**src/rtl/dmux4way_reg.sv**
```systemverilog
// dmux4way_reg: 1-to-4 demux with a combinational path, a registered valid-qualified path and saturating per-channel counters.
module dmux4way_reg #(
  parameter int WIDTH = 1,
  parameter int CNT_W = 8
) (
  input  logic             clk,
  input  logic             rst_n,
  input  logic [WIDTH-1:0] in,
  input  logic [1:0]       sel,
  input  logic             valid_in,
  input  logic             clr_cnt,
  output logic [WIDTH-1:0] a,
  output logic [WIDTH-1:0] b,
  output logic [WIDTH-1:0] c,
  output logic [WIDTH-1:0] d,
  output logic [WIDTH-1:0] a_q,
  output logic [WIDTH-1:0] b_q,
  output logic [WIDTH-1:0] c_q,
  output logic [WIDTH-1:0] d_q,
  output logic             valid_q,
  output logic [3:0]       onehot_q,
  output logic [CNT_W-1:0] cnt_a,
  output logic [CNT_W-1:0] cnt_b,
  output logic [CNT_W-1:0] cnt_c,
  output logic [CNT_W-1:0] cnt_d
);
  localparam logic [CNT_W-1:0] CNT_MAX = {CNT_W{1'b1}};
  logic [3:0]       w_dec;
  logic [3:0]       w_hit;
  logic [WIDTH-1:0] r_q   [4];
  logic [CNT_W-1:0] r_cnt [4];
  logic             r_valid;
  logic [3:0]       r_onehot;
  always_comb begin
    w_dec = 4'b0001 << sel;
    w_hit = valid_in ? w_dec : 4'b0000;
    a     = w_dec[0] ? in : '0;
    b     = w_dec[1] ? in : '0;
    c     = w_dec[2] ? in : '0;
    d     = w_dec[3] ? in : '0;
  end
  always_ff @(posedge clk or negedge rst_n) begin
    if (!rst_n) begin
      r_valid  <= 1'b0;
      r_onehot <= 4'b0000;
    end else begin
      r_valid  <= valid_in;
      r_onehot <= w_hit;
    end
  end
  for (genvar i = 0; i < 4; i++) begin : g_ch
    // Unselected or idle channels are driven to zero rather than holding data.
    always_ff @(posedge clk or negedge rst_n) begin
      if (!rst_n) begin
        r_q[i]   <= '0;
        r_cnt[i] <= '0;
      end else begin
        r_q[i]   <= w_hit[i] ? in : '0;
        r_cnt[i] <= clr_cnt ? '0 :
                    (w_hit[i] && r_cnt[i] != CNT_MAX) ? r_cnt[i] + 1'b1 : r_cnt[i];
      end
    end
  end
  assign a_q      = r_q[0];
  assign b_q      = r_q[1];
  assign c_q      = r_q[2];
  assign d_q      = r_q[3];
  assign valid_q  = r_valid;
  assign onehot_q = r_onehot;
  assign cnt_a    = r_cnt[0];
  assign cnt_b    = r_cnt[1];
  assign cnt_c    = r_cnt[2];
  assign cnt_d    = r_cnt[3];
endmodule

```
**config.mk**
```make
export PLATFORM = sky130hd
export DESIGN_NAME = dmux4way_reg
export DESIGN_NICKNAME = d
export VERILOG_FILES = /design/src/rtl/dmux4way_reg.sv
export SDC_FILE = /design/constraint.sdc
export NUM_CORES = 1
export LEC_CHECK = 0
export CAP_MARGIN = 20
export CORE_MARGIN = 5
export CORE_UTILIZATION = 45
export CTS_BUF_LIST = sky130_fd_sc_hd__clkbuf_8
export CTS_CLUSTER_SIZE = 12
export DETAILED_ROUTE_END_ITERATION = 10
export PLACE_DENSITY = 0.77
export RECOVER_POWER = 25
export SYNTH_ARGS = -nofsm -noshare
export SYNTH_HDL_FRONTEND = slang
export SYNTH_SLANG_ARGS = --single-unit
```
**constraint.sdc**
```tcl
create_clock -name clk -period 1.4 [get_ports clk]
set_input_delay 0.28 -clock clk [delete_from_list [all_inputs] [get_ports clk]]
set_output_delay 0.28 -clock clk [all_outputs]
set_load 0.01 [all_outputs]
```
==> metrics.md, run 1 <==
| Metric | Value |
|---|---|
| WL per Instance | `15.0 µm` |
| Peak VDD IR | `0.000472 V` |
| IO Pins | `52` |
| Total GRT Usage | `0.167` |
| Synth warn | `0` |
| Post-synthesis cell type count | `44` |
| Die Height | `77.1 µm` |
| Drt pass-1 iters | `4` |
| Root Driver | `clkbuf_8` |
| Clock sink count | `41` |
| Post-Route WL | `5040 µm` |
| CTS tree | `built` |
| Post-Syn Nets | `199` |
| Main synth FF type | `dfrtp_1` |
| Failing checks | `negative setup slack` |
| Final min period | `1.41 ns` |
| Flops & latches, synth | `41` |
| Cells along the critical path | `buf_4, and4_4, a2111oi_4, xnor2_1, nor2_1` |
| Pre-CTS setup slack | `-0.551 ns` |
| # DRC | `0` |
| WHS Path Cells | `1` |
| P per Cell Area | `698 nW/µm²` |
| Fin. max-slew vios | `0` |
| Status | `complete, but fails checks` |
| Worst Setup Start Kind | `flip-flop` |
| Avg Inst Size Synth | `10.8 µm²` |
| Post-synth EDFFs | `0` |
| Hold Path Origin | `valid_in` |
| Reg2reg end | `cnt_c[7]$_DFFE_PN0P_` |
| Final period util | `1.01` |
| Max_slew headroom | `0.478` |
| Antenna Violating Nets Remaining | `0` |
| Setup violators final | `2` |
| Starting Density | `0.465` |
| Final weighted congestion in routability-driven placement | `0.823` |
| Worst setup EP type | `flip-flop` |
| DIE AREA | `5940 µm²` |
| Max_cap viols | `0` |
| Slowest CP cell | `dfrtp_1` |
| First-pass GRT wire length | `8160 µm` |
| Setup Total Neg Slack | `-0.0179 ns` |
| Core area | `4350 µm²` |
| Htree depth | `2` |
| HPWL after DPL | `3390 µm` |
| Post-Syn Area | `2030 µm²` |
| Synth async-reset ratio | `1.00` |
| Hold Fails Final Rpt | `0` |
| Fin util | `0.711` |
| # port buffers | `51` |
| Worst-Margin Slew | `0.783 ns` |
| Clk_lat worst skew | `0.29 ns` |
| Reg clk slew, reported paths | `0.07 ns` |
| Max Freq | `0.709 GHz` |
| Crit path kind | `flip-flop to flip-flop` |
| Reg2reg setup slack | `-0.01 ns` |
| Final Power | `2.16 mW` |
| CP arrival | `1.59 ns` |
| Clk_skew | `0.00516 ns` |
| Die width | `77.1 µm` |
| Commonest cells after routing, fill and taps aside | `dlygate4sd2_1 (38), dfrtp_1 (35), buf_4 (34)` |
| Antenna cells | `0` |
| FF-to-FF Start | `cnt_c[4]$_DFFE_PN0P_` |
| Antenna violations before repair | `0` |
| Synth Instances | `188` |
| Most common cell after layout, fill and taps aside | `dlygate4sd2_1` |
| Layout Nets | `294` |
| Leakage | `1.53 nW` |
| Worst Path Required | `1.58 ns` |
| Setup ws final | `-0.0109 ns` |
| Initial DRC Count | `90` |
| DR vias | `1,828` |
| Worst Reg-to-Reg Cells | `5` |
| Floorplan row count | `24` |
| RSZ-0062 raised after global routing | `yes` |
| Max incr delay on CP | `0.40 ns` |
| Clk buf depth | `2` |
| CP max FO | `5` |
| Min-Delay Path Class | `primary input to flip-flop` |
| Largest net degree at the start of global routing | `33` |
| Grt ovf | `0` |
| Sequential-to-total area share from yosys stat | `0.506` |
| Vias per cell | `5.44` |
| Area Growth Syn to Fin | `52.9%` |
| Cts bufs inserted | `5` |
| Hold path endpoint | `valid_q$_DFF_PN0_` |
| Vias in the first global route | `1,802` |
| Share of cells above drive strength 1 | `0.317` |
per-layer routing:
layer | track usage | vias to the layer above | wire length, µm
li1 | - | 887 | -
met1 | 0.198 | 891 | 2080
met2 | 0.278 | 44 | 2600
met3 | 0.0562 | 6 | 313
met4 | 0.0670 | 0 | 44
met5 | 0 | - | 0
registers in the layout (all words and copies together), names as in the netlist:
name and cells:
cnt_d 8, onehot_q 4, cnt_c 8, d_q 1
b_q 1, c_q 1, cnt_b 8, cnt_a 8
a_q 1, valid_q 1
logic make-up (layout without fill, tap and decap cells):
kind of cell	count (synthesis)	count (layout)	synth area share
mux	5	5	0.0247
buf+inv	11	107	0.0303
compound gates	34	34	0.125
fa+ha+maj	4	4	0.0247
flops	41	41	0.506
xor+xnor	15	15	0.0649
simple gates	78	78	0.224
how the worst max path moves through the flow:
stage               cells after the start                    to  slack [ns]                 start
detailed placement                      4                     a       -0.55                sel[0]
floorplan                               5  cnt_c[7]$_DFFE_PN0P_       -0.06  cnt_c[0]$_DFFE_PN0P_
global placement                        4                     a       -0.47                sel[0]
global route                            5  cnt_d[7]$_DFFE_PN0P_       -0.11  cnt_d[5]$_DFFE_PN0P_
finish                                  5  cnt_c[7]$_DFFE_PN0P_       -0.01  cnt_c[4]$_DFFE_PN0P_
CTS                                     5  cnt_c[7]$_DFFE_PN0P_      -0.003  cnt_c[1]$_DFFE_PN0P_
metrics by stage:
step	std cells	instance area, µm²	hold slack [ns]
5_1_grt	336	3100	0.365
6_report	336	3100	0.376
2_1_floorplan	188	2060	-0.0156
3_5_place_dp	311	2820	0.196
4_1_cts	330	2960	0.362
3_3_place_gp	311	2820	0.188
synth_stat cells (all sizes together) (4+ instances only):
cell type  number  share of area
a21oi           5          0.012
nand4          10          0.031
a211oi          5          0.019
clkbuf          5          0.015
xor2           13          0.056
mux2i           5          0.025
nand2           7          0.013
buf             4          0.011
dfrtp          41           0.51
nor3            6          0.015
and3b           4          0.019
nor2           21          0.039
and4            4          0.017
nor3b           4          0.020
o211ai          5          0.019
nand3           6          0.015
and3            9          0.031
a31oi           4          0.012
o21ai           5          0.014
ha              4          0.025
final cells by class:
| cell class | count | area [µm²] |
|---|---|---|
| clock buffers | 5 | 68.8 |
| inverters | 2 | 7.51 |
| fillers | 336 | 1260 |
| multi-input cells | 136 | 1080 |
| flip-flops and latches | 41 | 1030 |
| repair buffers | 97 | 831 |
| clock inverters | 3 | 13.8 |
| well taps | 52 | 65.1 |
report_power, final:
group	switching (mW)	total (mW)	internal (mW)	leakage (nW)
registers	0.0106	1.21	1.20	0.556
logic	0.113	0.211	0.0988	0.924
clock network	0.403	0.741	0.338	0.0491
total	0.526	2.16	1.64	1.53
critical path: cells and delay by family (launching register included):
family	cells	cell delay, ns
XOR/XNOR	1	0.16
flip-flops	1	0.40
AO/OA/AOI/OAI	1	0.29
buffers and inverters	1	0.16
AND/OR/NAND/NOR	2	0.28
timing repair:
action	in CTS	in global routing
resized for setup	69	34
pin swaps	6	23
setup endpoints to repair	68	30
hold buffers	1	0
hold endpoints to repair	12	0
setup buffers	10	6
(Power assumes the default switching activity.)
==> inputs of run 2 (changes only) <==
--- a/config.mk
+++ b/config.mk
@@ -11,7 +11,7 @@
 export CTS_BUF_LIST = sky130_fd_sc_hd__clkbuf_8
 export CTS_CLUSTER_SIZE = 12
 export DETAILED_ROUTE_END_ITERATION = 10
-export PLACE_DENSITY = 0.77
+export PLACE_DENSITY_LB_ADDON = 0.12
 export RECOVER_POWER = 25
 export SYNTH_ARGS = -nofsm -noshare
 export SYNTH_HDL_FRONTEND = slang
==> run 2 against run 1 <==
Compared with the run above:
- the run still ends with negative setup slack left
- hold slack worse by 0.060 ns
- core utilization increased by 2.0 points
- largest cell class unchanged
- global-route usage grew 2.0 points
- maximum frequency shrank 2.6%
- first-iteration DRC count up 14%
- register-to-register slack worse by 0.04 ns
- combinational power is essentially flat
- via count increased by 4.8%
- design area rose by 2.8%
- clock-buffer cell count is the same
==> metrics.md, run 2 (same netlist as run 1, synthesis figures left out) <==
| Metric | Value |
|---|---|
| Die width | `77.1 µm (unchanged)` |
| Final period util | `1.03 (+0.0265)` |
| Setup violators final | `4 (+2)` |
| Met1 usage | `0.237 (+0.0390)` |
| CP max FO | `3 (-2)` |
| Die Height | `77.1 µm (unchanged)` |
| HPWL after DPL | `3570 µm (+5.5%)` |
| Post-Route WL | `5580 µm (+11%)` |
| Fillers | `306 (-8.9%)` |
| Core area | `4350 µm² (unchanged)` |
| Max_slew headroom | `0.473 (-0.00512)` |
| Root Driver | `clkbuf_8` |
| CP arrival | `1.64 ns (+0.05 ns)` |
| Max_cap viols | `0 (unchanged)` |
| Vias in the first global route | `1,945 (+7.9%)` |
| Sequential share of power | `0.512 (-0.048)` |
| Share of cells above drive strength 1 | `0.363 (+0.0461)` |
| Min-Delay Path Class | `primary input to flip-flop` |
| Clock Power Share | `0.398 (+0.055)` |
| Gr busiest metal | `met2` |
| Comb power frac | `0.089 (-0.009)` |
| Floorplan row count | `24 (unchanged)` |
| Clk_skew | `0.00625 ns (+0.00109 ns)` |
| CTS tree | `built` |
| Peak VDD IR | `0.000664 V (+41%)` |
| Fin. max-slew vios | `0 (unchanged)` |
| Pre-CTS setup slack | `-0.577 ns (-0.0259 ns)` |
| Vias per cell | `5.57 (+2.3%)` |
| Leakage | `1.56 nW (+2.2%)` |
| Clk_lat worst skew | `0.29 ns (about the same)` |
| Antenna Violating Nets Remaining | `0 (unchanged)` |
| Reg clk slew, reported paths | `0.08 ns (about the same)` |
| Worst Setup Start Kind | `flip-flop` |
| # DRC | `0 (unchanged)` |
| Switch share | `0.231 (-0.0122)` |
| Met3 usage | `0.0562 (unchanged)` |
| Most common cell after layout, fill and taps aside | `buf_4` |
| Placed cell count | `307 (-1.3%)` |
| Grt ovf | `0 (unchanged)` |
| Psw | `0.546 mW (+3.7%)` |
| Crit path kind | `flip-flop to flip-flop` |
| Final Power | `2.36 mW (+9.2%)` |
| Area Growth Syn to Fin | `57.3%` |
| Int Pwr | `1.82 mW (+11%)` |
| Largest net degree at the start of global routing | `29 (-12%)` |
| Hold Fails Final Rpt | `0 (unchanged)` |
| Worst-Margin Slew | `0.791 ns (+0.00768 ns)` |
| Antenna violations before repair | `0 (unchanged)` |
| Clk buf depth | `2 (unchanged)` |
| Final min period | `1.45 ns (+0.0372 ns)` |
| Final weighted congestion in routability-driven placement | `0.842 (+2.2%)` |
| Fin Hold WS | `0.317 ns (-0.0599 ns)` |
| Clock sink count | `41 (unchanged)` |
| Failing checks | `negative setup slack` |
| Worst setup EP type | `flip-flop` |
| Cts bufs inserted | `5 (unchanged)` |
| Layout Nets | `303 (+3.1%)` |
| Max Freq | `0.691 GHz (-2.6%)` |
| Drt pass-1 iters | `4 (unchanged)` |
| Htree depth | `2 (unchanged)` |
| P per Cell Area | `742 nW/µm² (+6.2%)` |
| Non-filler cells, final | `344 (+2.4%)` |
| Commonest cells after routing, fill and taps aside | `buf_4 (48), dlygate4sd2_1 (34), dfrtp_1 (32)` |
| IO Pins | `52 (unchanged)` |
| DR vias | `1,915 (+4.8%)` |
| M2 GR Usage | `0.313 (+0.0348)` |
| WL per Instance | `16.2 µm (+8.1%)` |
| Worst Path Required | `1.59 ns (about the same)` |
| Total GRT Usage | `0.188 (+0.0202)` |
| Status | `complete, but fails checks` |
| # port buffers | `51 (unchanged)` |
| Setup ws final | `-0.0481 ns (-0.0372 ns)` |
| First-pass GRT wire length | `9260 µm (+14%)` |
| Initial DRC Count | `103 (+14%)` |
| Starting Density | `0.465 (unchanged)` |
| DIE AREA | `5940 µm² (unchanged)` |
| Setup Total Neg Slack | `-0.0825 ns (-0.0646 ns)` |
| RSZ-0062 raised after global routing | `yes` |
| Antenna cells | `0 (unchanged)` |
==> run 2: changes by cell type in the layout (fill, tap and decap cells not counted), sizes merged <==
cell           previous run  this run
clkinv                    2         1
inv                       3         2
bufinv                    0         1
dlygate4sd2              38        34
clkdlybuf4s15             6         9
clkbuf                   10        13
buf                      46        53
==> run 2: final cells by class <==
cell class | instances | area (µm²) | area share
multi-input combinational | 136 | 1090 | 0.342
sequential | 41 | 1040 | 0.326
timing repair buffer | 106 | 883 | 0.277
clock buffer | 5 | 68.8 | 0.0216
tap | 52 | 65.1 | 0.0204
clock inverter | 2 | 35.0 | 0.0110
inverter | 2 | 7.51 | 0.00236
==> run 2: critical path, stage by stage (launching register included) <==
cell	delay [ns]
dfrtp_1	0.40
buf_4	0.15
and3_4	0.20
o211ai_1	0.17
o21a_1	0.25
o21ba_4	0.19
==> run 2: metrics by stage <==
step                utilization  cell area [µm²]
floorplan                     -             2060
global placement          0.641             2790
detailed placement        0.641             2790
CTS                       0.697             3030
global route              0.732             3190
finish                    0.732             3190
==> run 2: power groups by stage <==
stage / Sequential, mW / Clock [mW] / Combinational (mW)
detailed placement: 1.23 / 0 / 0.227
floorplan: 1.25 / 0 / 0.0674
global placement: 1.23 / 0 / 0.220
CTS: 1.21 / 0.947 / 0.213
finish: 1.21 / 0.941 / 0.211
global route: 1.21 / 1.01 / 0.234
==> run 2: timing repair <==
action	4_1_cts	5_1_grt
setup buffers	21	10
gates cloned	0	0
pin swaps	9	28
hold buffers	1	0
setup endpoints to repair	74	28
endpoints found under the hold margin	12	0
resized for setup	69	38
==> run 2: final timing paths <==
check | cells past startpoint | to | start | slack, ns
min reg2reg | 2 | cnt_a[4]$_DFFE_PN0P_ | cnt_a[4]$_DFFE_PN0P_ | 0.63
min in group asynchronous | 2 | cnt_a[0]$_DFFE_PN0P_ | rst_n | 0.57
max | 5 | cnt_d[7]$_DFFE_PN0P_ | cnt_d[0]$_DFFE_PN0P_ | -0.05
min | 3 | a_q$_DFF_PN0_ | sel[1] | 0.32
max in group asynchronous | 3 | cnt_b[7]$_DFFE_PN0P_ | rst_n | 0.17
max reg2reg | 5 | cnt_d[7]$_DFFE_PN0P_ | cnt_d[0]$_DFFE_PN0P_ | -0.05
==> run 2: routing by layer <==
layer	vias up	wire [µm]
met5	-	0
li1	910	-
met4	0	45
met3	7	317
met2	52	2820
met1	946	2390
